[src/rtl/c1_pkg.sv]
// Shared types for the C1 bus controller: zone/state enums, address-nibble
// constants and the zone-to-select helper.
package c1_pkg;

    typedef enum logic [3:0] {
        ZONE_NONE,
        ZONE_ROM,
        ZONE_WRAM,
        ZONE_PORT,
        ZONE_IO,
        ZONE_PAL,
        ZONE_CARD,
        ZONE_SROM,
        ZONE_SRAM
    } zone_e;

    typedef enum logic [1:0] {
        BS_IDLE,
        BS_ACTIVE,
        BS_DONE,
        BS_BERR
    } bus_state_e;

    // Byte-address bits [23:20] selecting each zone
    localparam logic [3:0] NIB_ROM     = 4'h0;
    localparam logic [3:0] NIB_WRAM    = 4'h1;
    localparam logic [3:0] NIB_PORT    = 4'h2;
    localparam logic [3:0] NIB_IO      = 4'h3;
    localparam logic [3:0] NIB_PAL     = 4'h4;
    localparam logic [3:0] NIB_CARD_LO = 4'h8;
    localparam logic [3:0] NIB_CARD_HI = 4'hB;
    localparam logic [3:0] NIB_SROM    = 4'hC;
    localparam logic [3:0] NIB_SRAM    = 4'hD;

    // Active-low select vector, bit order ROM,WRAM,PORT,IO,PAL,CARD,SROM,SRAM
    function automatic logic [7:0] zone_sel_n(zone_e z);
        logic [7:0] sel;
        sel = 8'hFF;
        case (z)
            ZONE_ROM:  sel[0] = 1'b0;
            ZONE_WRAM: sel[1] = 1'b0;
            ZONE_PORT: sel[2] = 1'b0;
            ZONE_IO:   sel[3] = 1'b0;
            ZONE_PAL:  sel[4] = 1'b0;
            ZONE_CARD: sel[5] = 1'b0;
            ZONE_SROM: sel[6] = 1'b0;
            ZONE_SRAM: sel[7] = 1'b0;
            default:   sel = 8'hFF;
        endcase
        return sel;
    endfunction

endpackage

[src/rtl/c1_zone_dec.sv]
// Combinational address-nibble to zone decode; shared with the SRAM-lock logic.
module c1_zone_dec
    import c1_pkg::*;
(
    input  logic [3:0] nib_i,
    output zone_e      zone_o
);

    always_comb begin
        zone_o = ZONE_NONE;
        if (nib_i == NIB_ROM)
            zone_o = ZONE_ROM;
        else if (nib_i == NIB_WRAM)
            zone_o = ZONE_WRAM;
        else if (nib_i == NIB_PORT)
            zone_o = ZONE_PORT;
        else if (nib_i == NIB_IO)
            zone_o = ZONE_IO;
        else if (nib_i == NIB_PAL)
            zone_o = ZONE_PAL;
        else if (nib_i >= NIB_CARD_LO && nib_i <= NIB_CARD_HI)
            zone_o = ZONE_CARD;
        else if (nib_i == NIB_SROM)
            zone_o = ZONE_SROM;
        else if (nib_i == NIB_SRAM)
            zone_o = ZONE_SRAM;
    end

endmodule

[src/rtl/c1_bus_decode.sv]
// C1 bus controller front end: latches the 68K cycle, drives zone selects and
// runs the DTACK timeout. Bus-error timeout is built only with C1_BERR_EN.
module c1_bus_decode
    import c1_pkg::*;
#(
    parameter int TIMEOUT = 64,
    parameter int CNT_W   = 8
) (
    input  logic        CLK_68KCLK,
    input  logic        RESET,
    input  logic [23:1] M68K_ADDR,
    input  logic        nAS,
    input  logic        M68K_RW,
    input  logic        nDTACK,
    output logic        nROM_ZONE,
    output logic        nWRAM_ZONE,
    output logic        nPORT_ZONE,
    output logic        nIO_ZONE,
    output logic        nPAL_ZONE,
    output logic        nCARD_ZONE,
    output logic        nSROM_ZONE,
    output logic        nSRAM_ZONE,
    output logic        nVALID,
    output logic        CYCLE_RW,
    output logic        nBERR
);

    zone_e      dec_zone;
    bus_state_e state_q;
    logic [7:0] nzone_q;
    logic       nvalid_q;
    logic       rw_q;
    logic       nberr_q;

    c1_zone_dec u_zone_dec (
        .nib_i  (M68K_ADDR[23:20]),
        .zone_o (dec_zone)
    );

`ifdef C1_BERR_EN
    logic [CNT_W-1:0] cnt_q;
`else
    logic unused_cfg;
    assign unused_cfg = (TIMEOUT != CNT_W);
`endif

    always_ff @(posedge CLK_68KCLK) begin
        if (RESET) begin
            state_q  <= BS_IDLE;
            nzone_q  <= 8'hFF;
            nvalid_q <= 1'b1;
            rw_q     <= 1'b1;
            nberr_q  <= 1'b1;
`ifdef C1_BERR_EN
            cnt_q    <= '0;
`endif
        end else begin
            case (state_q)
                BS_IDLE: begin
                    if (!nAS) begin
                        nzone_q  <= zone_sel_n(dec_zone);
                        nvalid_q <= 1'b0;
                        rw_q     <= M68K_RW;
                        state_q  <= BS_ACTIVE;
`ifdef C1_BERR_EN
                        cnt_q    <= '0;
`endif
                    end
                end
                BS_ACTIVE: begin
                    if (nAS) begin
                        state_q  <= BS_IDLE;
                        nzone_q  <= 8'hFF;
                        nvalid_q <= 1'b1;
                        rw_q     <= 1'b1;
                    end else if (!nDTACK) begin
                        state_q  <= BS_DONE;
`ifdef C1_BERR_EN
                    end else if (cnt_q == CNT_W'(TIMEOUT - 1)) begin
                        state_q  <= BS_BERR;
                        nberr_q  <= 1'b0;
                    end else if (cnt_q != '1) begin
                        cnt_q    <= cnt_q + 1'b1;
`endif
                    end
                end
                BS_DONE, BS_BERR: begin
                    // Both terminal states just wait for the strobe to drop
                    if (nAS) begin
                        state_q  <= BS_IDLE;
                        nzone_q  <= 8'hFF;
                        nvalid_q <= 1'b1;
                        rw_q     <= 1'b1;
                        nberr_q  <= 1'b1;
                    end
                end
                default: state_q <= BS_IDLE;
            endcase
        end
    end

    logic unused_addr;
    assign unused_addr = ^M68K_ADDR[19:1];

    assign {nSRAM_ZONE, nSROM_ZONE, nCARD_ZONE, nPAL_ZONE,
            nIO_ZONE, nPORT_ZONE, nWRAM_ZONE, nROM_ZONE} = nzone_q;
    assign nVALID   = nvalid_q;
    assign CYCLE_RW = rw_q;
    assign nBERR    = nberr_q;

endmodule

[config.mk]
export PLATFORM = sky130hd
export DESIGN_NAME = c1_bus_decode
export DESIGN_NICKNAME = d
export VERILOG_FILES = /design/src/rtl/c1_pkg.sv /design/src/rtl/c1_zone_dec.sv /design/src/rtl/c1_bus_decode.sv
export SDC_FILE = /design/constraint.sdc
export NUM_CORES = 1
export LEC_CHECK = 0
export CAP_MARGIN = 5
export CORE_MARGIN = 2
export CORE_UTILIZATION = 33
export CTS_CLUSTER_DIAMETER = 50
export DETAILED_ROUTE_END_ITERATION = 12
export PLACE_DENSITY = 0.81
export SYNTH_ARGS = -nofsm -noshare
export SYNTH_HDL_FRONTEND = slang
export SYNTH_SLANG_ARGS = --single-unit
export TNS_END_PERCENT = 100
[constraint.sdc]
create_clock -name CLK_68KCLK -period 5.1 [get_ports CLK_68KCLK]
set_clock_uncertainty 0.15 [all_clocks]
set_input_delay 1.02 -clock CLK_68KCLK [delete_from_list [all_inputs] [get_ports CLK_68KCLK]]
set_output_delay 1.02 -clock CLK_68KCLK [all_outputs]
set_load 0.02 [all_outputs]
# [Word-level counts from Yosys, hierarchy flattened]
# Index checks and enable logic that the tools add are counted.
[word_totals] register_bits=12 in_bits=28 output_inout_bits=11
[classes] n_lt_le_gt_ge=2 eq_ne=21 mux=29 n_reduce_logical=7
[ops] cell="2-to-1 mux 4 bit" n=8
[ops] cell="== test 4 x 3 -> 1 bit, second input constant" n=5
[ops] cell="== test 4 x 2 -> 1 bit, second input constant" n=4
[ops] cell="2-to-1 mux 8 bit" n=2
[ops] cell="one-hot mux 8 bit (2 select lines)" n=1
[ops] cell="== test 4 bit, second input constant" n=3
[ops] cell="2-to-1 mux 1 bit" n=11
[ops] cell="== test 4 x 1 -> 1 bit, second input constant" n=2
[ops] cell="2-to-1 mux 2 bit" n=4
[ops] cell="one-hot mux 2 bit (3 select lines)" n=1
[ops] cell="== test 2 bit, second input constant" n=2
[ops] cell="greater-or-equal comparator 4 bit, second input constant" n=1
[ops] cell="less-or-equal comparator 4 bit, second input constant" n=1
[ops] cell="zero test 4 bit" n=1
[ops] cell="!= test 2 bit, second input constant" n=2
[ops] cell="one-hot mux 1 bit (2 select lines)" n=2
[ops] cell="!= test 3 bit, second input constant" n=1
[ops] cell="AND reduction 3 bit" n=1
[ops] cell="OR reduction 3 bit" n=1
[ops] cell="== test 2 x 1 -> 1 bit, second input constant" n=1
[ops] cell="zero test 2 bit" n=1
[ops] cell="!= test 2 x 1 -> 1 bit, second input constant" n=1
[ops] cell="AND reduction 2 bit" n=1
[ops] cell="OR reduction 2 bit" n=1
[ops] cell="logical AND 1 bit" n=1

# [Longest topological paths before layout]
[logic_depth] ltp_word=13 mapped_depth=4

# [Modules after synthesis]
# Synthesis repeated with hierarchy kept, for this count alone.
[unflattened] cells_unflattened=66 area_unflattened_um2=598.1
[modules_own_cells] module="c1_bus_decode" n_inst=1 cells_per_inst=55 area_each_um2=534.3
[modules_own_cells] module="c1_zone_dec" n_inst=1 cells_per_inst=11 area_each_um2=63.8

# [Least setup slack after synthesis]
# Ideal clock, no wire load.
[synth_timing] kind="input to register" from="input port RESET" to="register nzone_q[0]" setup_time_ns=0.122 t_arrival_ns=2.194 setup_slack_ns=2.634 stages=4 path_buffers=1 cell_sequence="clkbuf_2 or4_4 or3_4 o32a_1"
[synth_lines] element="from (decl)" line="c1_bus_decode.sv:10" text="input logic RESET,"
[synth_lines] element="to (signal assigned)" line="c1_bus_decode.sv:61" text="nzone_q <= zone_sel_n(dec_zone);"
[synth_lines] element="to (decl)" line="c1_bus_decode.sv:30" text="logic [7:0] nzone_q;"

==> metrics.cfg <==
[setup_path]
worstSetupEndpointType = register
reg2reg_slack_ns = 3.29
path_class = primary input to register
crit_arrival_ns = 2.73
r2r-end = nzone_q[1]
r2r_start = state_q[1]
reg2reg_depth = 3
crit_required_ns = 5.10
start_kind = primary input
worstPathMaxFanout = 10

[grt]
grt_pass1_vias = 427
antenna_found_initial = 0
grt_max_degree = 11
grt_pass1_wl_um = 1900
grt-ovfl-total = 0
track_usage_pct = 14.2

[clock_tree]
postCtsSetupRepairBufs = 0
cts_tree = yes
htree_levels = 1
root_buffer = clkbuf_4
cts_sinks = 12
ctsHoldBuffers = 0
clk_path_buf_depth = 2
cts_resized = 0
clk-insertion-delay-late_ns = 0.27
cts.clk_slew.worst_paths_ns = 0.07
cts_inserted_buffers = 3

[power_and_ir_drop]
p_int_mw = 0.138
worst_ir_drop_vdd_uv = 171
p_comb_share_pct = 15.1
power_leakage_nw = 0.275
pwr-share-clk_pct = 31.1
switchingPower_mw = 0.0446
sw_frac_of_total_pct = 24.4
powerDensity_mw_per_mm2 = 265
p_seq_share_pct = 53.9

[yosys]
ys_seq_elements = 12
synth_top_area_cell = dfxtp_1
yosysSeqAreaShare_pct = 50.0
yosysWarnings = 0
syn_area_per_cell_um2 = 9.81
syn_nets = 77
synth_top_area_share_pct = 50.0
syn_inst = 49
synth_area_um2 = 480
yosys.cell_types.count = 21
synth.area.top_cells = dfxtp_1 (50%), o32a_1 (8.3%), o21bai_1 (4.7%)

[layout]
nNetsFinal = 98
layout.cells.most_common = clkdlybuf4s50_1
syn2layout_area_growth_pct = 43.5
diodes = 0
instances_no_fill = 83
fillCellCount = 133
final_cell_mix = clkdlybuf4s50_1 (18), dfxtp_1 (12), nor2_1 (5)
drive_above_1_share_pct = 8.82

[routing]
first_iter_violations = 3
vias = 432
drc = 0
wirelength_um = 1010
dr.pass1.iters = 2
vias_per_cell = 5.20
ant_nets = 0
wl_per_cell_um = 12.2

[job]
drv_cap = 0

[sta]
tightestPinTransition_ns = 0.865
slew_violations = 0
hold_viol_final = 0
max_slew_margin_pct = 41.9
setup_viol = 0
fin_crit_ns = 2.72
grt_setup_unrepaired = no
fin_tns_setup_ns = 0
fmax_ghz = 0.367
fin_crit_sh_pct = 53.4

[min_path]
worstHoldPathCells = 1
hold_class = register to register
min_to = nzone_q[3]
holdCritStartpoint = nzone_q[3]

[floorplan]
fp.dieH_um = 42.2
row_count = 13
start_util_pct = 36.0
pin_count = 39
dieArea_mm2 = 0.00178
die_width_um = 42.2
core_mm2 = 0.00133

[place]
hpwlAfterDp_um = 757
io_buffers = 18
place.gp.congestion = 0.721
dp_cells = 80

[outcome]
status = finished clean

critical path: stages:
cell             delay, ns
clkdlybuf4s50_1       0.57
or4_4                 0.48
or3_4                 0.36
o32a_1                0.29
kinds of logic (layout without fill, tap and decap cells):
kind of cell | Yosys count | count (layout) | synth area share (%)
AOI/OAI and AO/OA | 13 | 13 | 21.4
buffers and inverters | 5 | 24 | 4.95
DFF | 12 | 12 | 50.0
other | 1 | 1 | 0.781
and+or+nand+nor | 18 | 18 | 22.9
Yosys cell counts:
library cell and n:
nand2_1 1, or3_1 1, clkbuf_2 1, or4_4 1, a21oi_1 2, buf_4 1, o32a_1 4, and4b_1 1
o21bai_1 3, or3_4 1, nor2_1 5, a31oi_1 1, and3b_1 1, a2bb2oi_1 1, conb_1 1, inv_1 3
nor4_1 2, dfxtp_1 12, nor3_1 4, o21a_1 2, and2_2 1
registers in the layout, indices dropped and copies added, names as in the netlist:
| signal | flops |
|---|---|
| state_q | 2 |
| nVALID | 1 |
| nzone_q | 8 |
| CYCLE_RW | 1 |
layout make-up:
class	instances	area [um^2]	area share (%)
sequential	12	240	34.8
timing repair buffer	18	180	26.1
tap	15	18.8	2.72
multi-input combinational	32	216	31.4
clock buffer	3	22.5	3.27
inverter	3	11.3	1.63
worst max path at each step:
| stage | end | start | slack, ns |
|---|---|---|---|
| after floorplan | nzone_q[0] | RESET | 2.63 |
| after global placement | nzone_q[0] | RESET | 2.12 |
| after detailed placement | nzone_q[1] | RESET | 2.09 |
| after CTS | nzone_q[1] | RESET | 2.37 |
| after global routing | nzone_q[6] | nAS | 2.33 |
| final | nzone_q[1] | RESET | 2.38 |
power groups by stage:
stage	combinational [mW]	clock, mW	sequential (mW)
3_5_place_dp	0.0274	0	0.101
3_3_place_gp	0.0270	0	0.100
5_1_grt	0.0300	0.0650	0.0989
4_1_cts	0.0277	0.0609	0.0983
2_1_floorplan	0.0115	0	0.103
6_report	0.0275	0.0567	0.0983
layer usage:
metal	routed length, um	global-route usage, %
met5	0	0
met2	508	23.1
met3	49	5.17
met4	12	5.63
met1	441	16.8
metrics by stage:
step                      cell area (um^2)  hold WS [ns]  setup slack (ns)  utilization (%)  total power, mW
after floorplan                        480         0.409              2.63                -            0.115
after global placement                 667         0.307              2.12             50.0            0.127
after detailed placement               667         0.309              2.09             50.0            0.128
after CTS                              689         0.326              2.37             51.7            0.187
after global routing                   689         0.364              2.33             51.7            0.194
final                                  689         0.322              2.38             51.7            0.182
(Power assumes the default switching activity.)
